## config.mk

```make
export PLATFORM = sky130hd
export DESIGN_NAME = hilo_div_unit
export DESIGN_NICKNAME = d
export VERILOG_FILES = /design/src/rtl/hilo_div_unit.sv
export SDC_FILE = /design/constraint.sdc
export NUM_CORES = 1
export LEC_CHECK = 0
export ABC_AREA = 1
export BUFFER_PORTS_ARGS = -buffer_cell sky130_fd_sc_hd__buf_2
export CORE_ASPECT_RATIO = 0.7
export CORE_UTILIZATION = 50
export DETAILED_ROUTE_END_ITERATION = 6
export PLACE_DENSITY = 0.75
export SKIP_LAST_GASP = 1
export SLEW_MARGIN = 0
export SYNTH_ARGS = -nofsm -noshare
export SYNTH_HDL_FRONTEND = slang
export SYNTH_SLANG_ARGS = --single-unit
```

## constraint.sdc

```tcl
create_clock -name clk -period 2.4 [get_ports clk]
set_input_delay 0 -clock clk [delete_from_list [all_inputs] [get_ports clk]]
set_output_delay 0 -clock clk [all_outputs]
set_load 0.02 [all_outputs]
```

## src/rtl/hilo_div_unit.sv

```systemverilog
`default_nettype none
// ============================================================================
// Module      : hilo_div_unit
// Description : Architectural HI/LO registers with writeback ports and an
//               iterative radix-2 restoring divider for DIV/DIVU.
// Revision    : 1.0 - initial release
// ============================================================================
module hilo_div_unit #(
    parameter int DIV_CYCLES = 32
) (
    input  logic        clk,
    input  logic        rst,
    input  logic        div_start,
    input  logic        div_signed,
    input  logic [31:0] div_a,
    input  logic [31:0] div_b,
    input  logic        div_annul,
    input  logic        wb_hi_we,
    input  logic        wb_lo_we,
    input  logic [63:0] wb_data,
    output logic [31:0] hi,
    output logic [31:0] lo,
    output logic        div_busy,
    output logic        div_done
);

    localparam int c_cw = $clog2(DIV_CYCLES);
    localparam logic [c_cw-1:0] c_last = c_cw'(DIV_CYCLES - 1);

    typedef enum logic [1:0] {
        S_IDLE = 2'd0,
        S_DIV  = 2'd1,
        S_FIN  = 2'd2
    } state_t;

    state_t            r_state;
    logic [c_cw-1:0]   r_cnt;
    logic [63:0]       r_acc;   // {partial remainder, dividend/quotient}
    logic [31:0]       r_b;
    logic              r_qneg;
    logic              r_rneg;
    logic              r_dbz;
    logic              r_done;
    logic [31:0]       r_hi;
    logic [31:0]       r_lo;

    logic [31:0]       w_abs_a;
    logic [31:0]       w_abs_b;
    logic [32:0]       w_top;
    logic              w_ge;
    logic [31:0]       w_sub;
    logic [63:0]       w_step;
    logic [31:0]       w_quo_fix;
    logic [31:0]       w_rem_fix;

    assign w_abs_a = (div_signed && div_a[31]) ? -div_a : div_a;
    assign w_abs_b = (div_signed && div_b[31]) ? -div_b : div_b;

    // Shifted remainder may need 33 bits when the divisor exceeds 2^31; the
    // difference is always below the divisor, so 32-bit subtraction suffices.
    assign w_top  = r_acc[63:31];
    assign w_ge   = (w_top >= {1'b0, r_b});
    assign w_sub  = w_top[31:0] - r_b;
    assign w_step = w_ge ? {w_sub, r_acc[30:0], 1'b1} : {r_acc[62:0], 1'b0};

    assign w_quo_fix = r_qneg ? -r_acc[31:0]  : r_acc[31:0];
    assign w_rem_fix = r_rneg ? -r_acc[63:32] : r_acc[63:32];

    always_ff @(posedge clk) begin
        if (rst) begin
            r_state <= S_IDLE;
            r_cnt   <= '0;
            r_acc   <= '0;
            r_b     <= '0;
            r_qneg  <= 1'b0;
            r_rneg  <= 1'b0;
            r_dbz   <= 1'b0;
            r_done  <= 1'b0;
            r_hi    <= '0;
            r_lo    <= '0;
        end else begin
            r_done <= 1'b0;
            if (wb_hi_we) r_hi <= wb_data[63:32];
            if (wb_lo_we) r_lo <= wb_data[31:0];

            case (r_state)
                S_IDLE: begin
                    if (div_start && !div_annul) begin
                        r_acc   <= {32'd0, w_abs_a};
                        r_b     <= w_abs_b;
                        r_qneg  <= div_signed & (div_a[31] ^ div_b[31]);
                        r_rneg  <= div_signed & div_a[31];
                        r_cnt   <= '0;
                        r_dbz   <= (div_b == 32'd0);
                        r_state <= (div_b == 32'd0) ? S_FIN : S_DIV;
                    end
                end
                S_DIV: begin
                    if (div_annul) begin
                        r_state <= S_IDLE;
                    end else begin
                        r_acc <= w_step;
                        r_cnt <= r_cnt + 1'b1;
                        if (r_cnt == c_last) r_state <= S_FIN;
                    end
                end
                S_FIN: begin
                    if (div_annul) begin
                        r_state <= S_IDLE;
                    end else if (r_dbz && r_cnt == '0) begin
                        // Divide-by-zero idles one extra FIN cycle before its done pulse.
                        r_cnt <= r_cnt + 1'b1;
                    end else begin
                        // Placed after the writeback updates so the divide result wins.
                        if (!r_dbz) begin
                            r_hi <= w_rem_fix;
                            r_lo <= w_quo_fix;
                        end
                        r_done  <= 1'b1;
                        r_state <= S_IDLE;
                    end
                end
                default: r_state <= S_IDLE;
            endcase
        end
    end

    assign hi       = r_hi;
    assign lo       = r_lo;
    assign div_done = r_done;
    assign div_busy = (r_state != S_IDLE) | (div_start & ~div_annul);

endmodule
`default_nettype wire

```

# Yosys cells after proc, flatten, opt, wreduce, memory -nomap -nowiden
# Index checks and enable logic that the tools add are counted.
[totals]
out_inout_bits = 66
in_bits = 135
elab_cells = 80
reg_bits = 171
[classes]
n_addsub = 6
n_reduce_logical = 16
n_eq_ne = 9
muxes = 31
order_cmp = 1
bitwise = 7
[ops]
columns = ["operator", "n"]
rows = [
  ["$mux 32", 14],
  ["$mux 64", 3],
  ["$neg 32->32", 4],
  ["$pmux 64 s2", 1],
  ["$ge 33x32->1", 1],
  ["$logic_not 32->1", 1],
  ["$sub 32x32->32", 1],
  ["$mux 5", 4],
  ["$pmux 5 s3", 1],
  ["$mux 2", 6],
  ["$ne 2x2->1 const B", 4],
  ["$ne 3x3->1 const B", 2],
  ["$pmux 2 s3", 1],
  ["$reduce_and 3->1", 2],
  ["$add 5x1->5 const B", 1],
  ["$eq 5x5->1 const B", 1],
  ["$logic_not 5->1", 1],
  ["$reduce_and 5->1", 1],
  ["$logic_and 1x1->1", 4],
  ["$reduce_bool 2->1", 2],
  ["$and 1x1->1", 3],
  ["$reduce_bool 3->1", 1],
  ["$reduce_or 3->1", 1],
  ["$eq 2x1->1 const B", 1],
  ["8 further kinds", 9],
]

# Logic depth before layout (Yosys ltp)
[logic_depth]
depth_word = 6
ltp_mapped = 16
ltp_nobuf = 16

# Worst setup path before layout
# OpenSTA, ideal clock, no wires.
[synth_path]
path_kind = "reg-to-reg"
start = "reg r_b[31]"
end = "reg r_acc[56]"
setup_time_ps = 134
path_buffers = 1
path_slack_ps = 469
required_time_ps = 2266
stages_incl_launch_ff = 13
period_less_slack_ps = 1931
arrival_ps = 1798
path_cell_list = "dfxtp_1 -> inv_1 -> ha_1 -> inv_1 -> or2_1 -> or2_4 -> nor3_4 -> nand2_4 -> nand2_4 -> buf_6 -> nand2_1 -> nand3_1 -> a21oi_1"
[synth_via]
elab_chain_len = 4
[synth_rtl]
columns = ["element", "line_no", "text"]
rows = [
  ["start, declared", "39", "logic [31:0] r_b;"],
  ["start signal, assigned", "90", "r_b <= w_abs_b;"],
  ["$ge 33x32->1", "62", "assign w_ge = (w_top >= {1'b0, r_b});"],
  ["$mux 64", "64", "assign w_step = w_ge ? {w_sub, r_acc[30:0], 1'b1} : {r_acc[62:0], 1'b0};"],
  ["$mux 64", "99", "if (div_annul) begin"],
  ["$pmux 64 s2", "86", "case (r_state)"],
  ["end signal, assigned", "89", "r_acc <= {32'd0, w_abs_a};"],
  ["end signal, assigned", "102", "r_acc <= w_step;"],
  ["end, declared", "38", "logic [63:0] r_acc;"],
]
# No other way between the ends. The select of a mux whose other input is x is not followed.
# A chain may end at the register's enable or synchronous reset.

# Worst setup path in the final report
[layout_path]
start = "reg r_state[0]"
end = "reg r_lo[8], in the netlist lo[8]"
[layout_via]
elab_chain_len = 2
[layout_rtl]
columns = ["element", "line_no", "text"]
rows = [
  ["start, declared", "36", "state_t r_state;"],
  ["start signal, assigned", "95", "r_state <= (div_b == 32'd0) ? S_FIN : S_DIV;"],
  ["$eq 2x2->1", "86", ""],
  ["$mux 32", "86", ""],
  ["end signal, assigned", "84", "if (wb_lo_we) r_lo <= wb_data[31:0];"],
  ["end signal, assigned", "117", "r_lo <= w_quo_fix;"],
  ["end, declared", "45", "logic [31:0] r_lo;"],
]
# No other way between the ends.

==> key figures <==
Status
  • Run status: completed

STA
  • Hold WS: 0.0258 ns
  • Fin crit share: 95.1%
  • Fmax: 0.438 GHz
  • Final hold violations: 0
  • Worst Tran Pin Value: 0.796 ns
  • Slew Limit Fails: 0
  • Final Worst Setup Slack: 0.118 ns
  • Minimum clock period: 2.28 ns
  • Slew Limit Headroom: 46.9%
  • Final-report setup violation count: 0
  • Skew final: 0.0108 ns

CTS
  • CTS tree: yes
  • Longest Clk Path Bufs: 2
  • Clk_lat worst skew: 0.46 ns
  • Total CTS buffers: 17
  • H-tree levels: 4
  • Root buffer selected by CTS: clkbuf_16
  • Clock sink count: 171
  • Post-CTS Setup Repair Bufs: 0
  • Clock transition at path regs: 0.07 ns

Floorplanning
  • Horiz. Die Dim: 199 um
  • Die Area: 27700 sq um
  • Starting Density: 51.8%
  • Die Ht: 140 um
  • Core area: 26100 sq um
  • # IOs: 201
  • FP Rows: 49

Synthesis
  • Syn Inst Count: 2298
  • Synthesized flop and latch total: 171
  • Post-Synth Simple-Gate Area: 38.0%
  • Post-Synth XOR/XNOR Area: 3.49%
  • Post-Syn Area: 13500 sq um
  • Fraction of registers with async set/reset: 0%
  • Post-synth EDFFs: 0
  • Syn Area/Cell: 5.89 sq um
  • YS warnings: 0
  • Syn_nets: 2477
  • Mux cell area share after synthesis: 0%
  • Cell variety after synth: 53
  • Post-synthesis compound-gate area fraction: 16.5%
  • Main synth FF type: dfxtp_1
  • Main combinational cell family by area after synthesis: simple AND/OR/NAND/NOR gates
  • Synth Area in Adders: 4.12%
  • Post-synthesis sequential area ratio: 25.3%

Layout
  • Commonest non-fill, non-tap cell in the layout: nand2_1
  • Filler Cell Count: 2535
  • Fin nets: 2770
  • Most frequent cells in the layout: nand2_1 (678), inv_1 (330), a21oi_1 (203)
  • ANT cells: 0
  • Share of cells above drive strength 1: 15.1%
  • Finished layout cell area: 17000 sq um
  • Layout area overhead: 25.6%

Place
  • Number of I/O port buffers: 200
  • Cell Area, Placed: 15100 sq um
  • DP Worst Slack: 0.0404 ns
  • RD Place Congestion: 1.07
  • Post-DP HPWL: 40.3 mm

Power and ir drop
  • Share of power burned in registers: 33.5%
  • VDD IR max: 557 uV
  • Power Density: 603 nW/um^2
  • Clock Power Share: 27.3%
  • Switching share of power: 41.8%
  • Internal power: 5.97 mW
  • Logic pwr share: 39.2%
  • Leak: 8.66 nW
  • P_sw: 4.28 mW

GRT
  • Tot GR Track Use: 37.8%
  • Vias in the first global route: 14300
  • Gr ovfl total: 0
  • Global-route wire length before repair: 80.2 mm
  • Pin count of the biggest net entering global routing: 74
  • Initial antenna violation count: 1

Min path
  • Worst min path class: input port to flop

Worst setup path
  • Worst path top cell family by delay: buffers and inverters
  • Crit path cell chain: inv_1, ha_1, nand2_2, inv_2, buf_12, a21oi_1, a211oi_1, dlygate4sd3_1
  • Worst Setup Path Type: flop to flop
  • CP endpoint kind: flop
  • Worst Setup Start Kind: flop
  • Buffers & Inverters on Critical Path: 4
  • CP Data Required Time: 2.80 ns
  • Critical Path AT: 2.68 ns
  • Slowest-stage cell, CP: dlygate4sd3_1
  • Slowest Stage Delay on Critical Path: 0.58 ns
  • Maximum fanout along the worst path: 25

Route
  • DR iter-0 viols: 1837
  • Drt via density: 5.57
  • Uppermost layer routed: met4
  • DR vias: 16500
  • Metal3 WL: 6.98 mm
  • Met1 WL: 24.5 mm
  • WL final: 53.6 mm
  • DR WL met2: 20.7 mm
  • DRC violations left: 0
  • 1st-pass router iterations: 5
  • DRT antenna net count: 0
  • Mean routed wirelength per cell: 18.1 um

Run
  • Max Cap Viol: 0
==> stage by stage <==
stage	instances	util [%]	power [mW]	TNS, ns
finish	2961	65.1	10.2	0
global route	2961	65.1	10.7	-0.142
CTS	2960	64.2	10.0	0
detailed placement	2821	57.9	7.12	0
global placement	2821	57.9	7.10	0
floorplan	2298	-	5.77	0
==> cell usage after synthesis, types with 2 or more instances <==
| cell | number | area (sq um) |
|---|---|---|
| a211oi_1 | 10 | 75.1 |
| o31ai_1 | 3 | 22.5 |
| inv_1 | 330 | 1240 |
| nor3_2 | 2 | 20.0 |
| inv_2 | 5 | 18.8 |
| xnor2_1 | 20 | 175 |
| nand2_1 | 683 | 2560 |
| buf_1 | 5 | 18.8 |
| nand2_4 | 2 | 22.5 |
| nor3_1 | 33 | 165 |
| nor4_1 | 5 | 31.3 |
| o21ai_1 | 8 | 40.0 |
| a21oi_1 | 205 | 1030 |
| nand3_2 | 24 | 240 |
| xor2_1 | 34 | 298 |
| clkinv_1 | 3 | 11.3 |
| nand4_1 | 17 | 106 |
| nor2_1 | 182 | 683 |
| and2_1 | 5 | 31.3 |
| o221ai_1 | 6 | 52.6 |
| dfxtp_1 | 171 | 3420 |
| a311oi_1 | 5 | 43.8 |
| nand3b_1 | 13 | 97.6 |
| buf_2 | 10 | 50.1 |
| nand2_2 | 4 | 25.0 |
| o21ai_0 | 113 | 566 |
| a31oi_1 | 27 | 169 |
| a21oi_2 | 4 | 35.0 |
| or2_1 | 2 | 12.5 |
| a221oi_1 | 4 | 35.0 |
| clkbuf_1 | 67 | 251 |
| ha_1 | 43 | 538 |
| buf_6 | 6 | 67.6 |
| or2_2 | 5 | 31.3 |
| nor2_2 | 4 | 25.0 |
| o211ai_1 | 15 | 113 |
| buf_4 | 6 | 45.0 |
| nand3_1 | 202 | 1010 |
==> layer usage <==
layer  global-route usage [%]  up-vias
met5                        0        -
met4                     11.9        0
met3                     11.4       92
met2                     50.7      956
met1                     56.5     7453
li1                         -     7990
==> tightest hold or removal path: stages <==
cell	delay, ns
buf_2	0.08
inv_1	0.06
a21oi_1	0.12
o221ai_1	0.13
inv_1	0.06
==> layout make-up <==
type / count / area, sq um / area share, %
multi-input cells: 1694 / 8620 / 50.7
flip-flops and latches: 171 / 3440 / 20.2
repair buffers: 369 / 2660 / 15.6
inverters: 338 / 1270 / 7.46
well taps: 357 / 447 / 2.63
clock buffers: 18 / 439 / 2.58
clock inverters: 14 / 138 / 0.809
==> path summary, 6_finish.rpt <==
path                           start              endpoint  slack, ns  cells past startpoint
min                        div_b[25]  r_b[25]$_SDFFE_PP0P_       0.03                      5
max          r_state[0]$_SDFFE_PP0P_      lo[8]$_SDFF_PP0_       0.12                      8
max reg2reg  r_state[0]$_SDFFE_PP0P_      lo[8]$_SDFF_PP0_       0.12                      8
min reg2reg         lo[7]$_SDFF_PP0_      lo[7]$_SDFF_PP0_       0.48                      2
==> registers in the layout, indices dropped and copies added, names as in the netlist <==
name and flops:
r_qneg 1, r_state 2, r_acc 64, lo 32, div_done 1, hi 32, r_b 32, r_cnt 5
r_dbz 1, r_rneg 1
==> power by group through the flow <==
stage,Combinational (mW),Clock [mW],Sequential (mW)
finish,4.01,2.80,3.44
global route,4.36,2.93,3.44
CTS,3.81,2.80,3.40
detailed placement,3.66,0,3.46
global placement,3.65,0,3.45
floorplan,2.35,0,3.42
==> cells by family after synthesis <==
logic type | Yosys count
AND/OR/NAND/NOR | 1190
buffers and inverters | 433
AO/OA/AOI/OAI | 406
flip-flops | 171
XOR/XNOR | 54
adder cells (fa/ha/maj) | 44
==> what timing repair did <==
item / 4_1_cts / 5_1_grt
endpoints found under the setup margin: 0 / 43
endpoints found under the hold margin: 112 / 0
resized for setup: 0 / 45
hold buffers: 107 / 0
(Power assumes the default switching activity.)
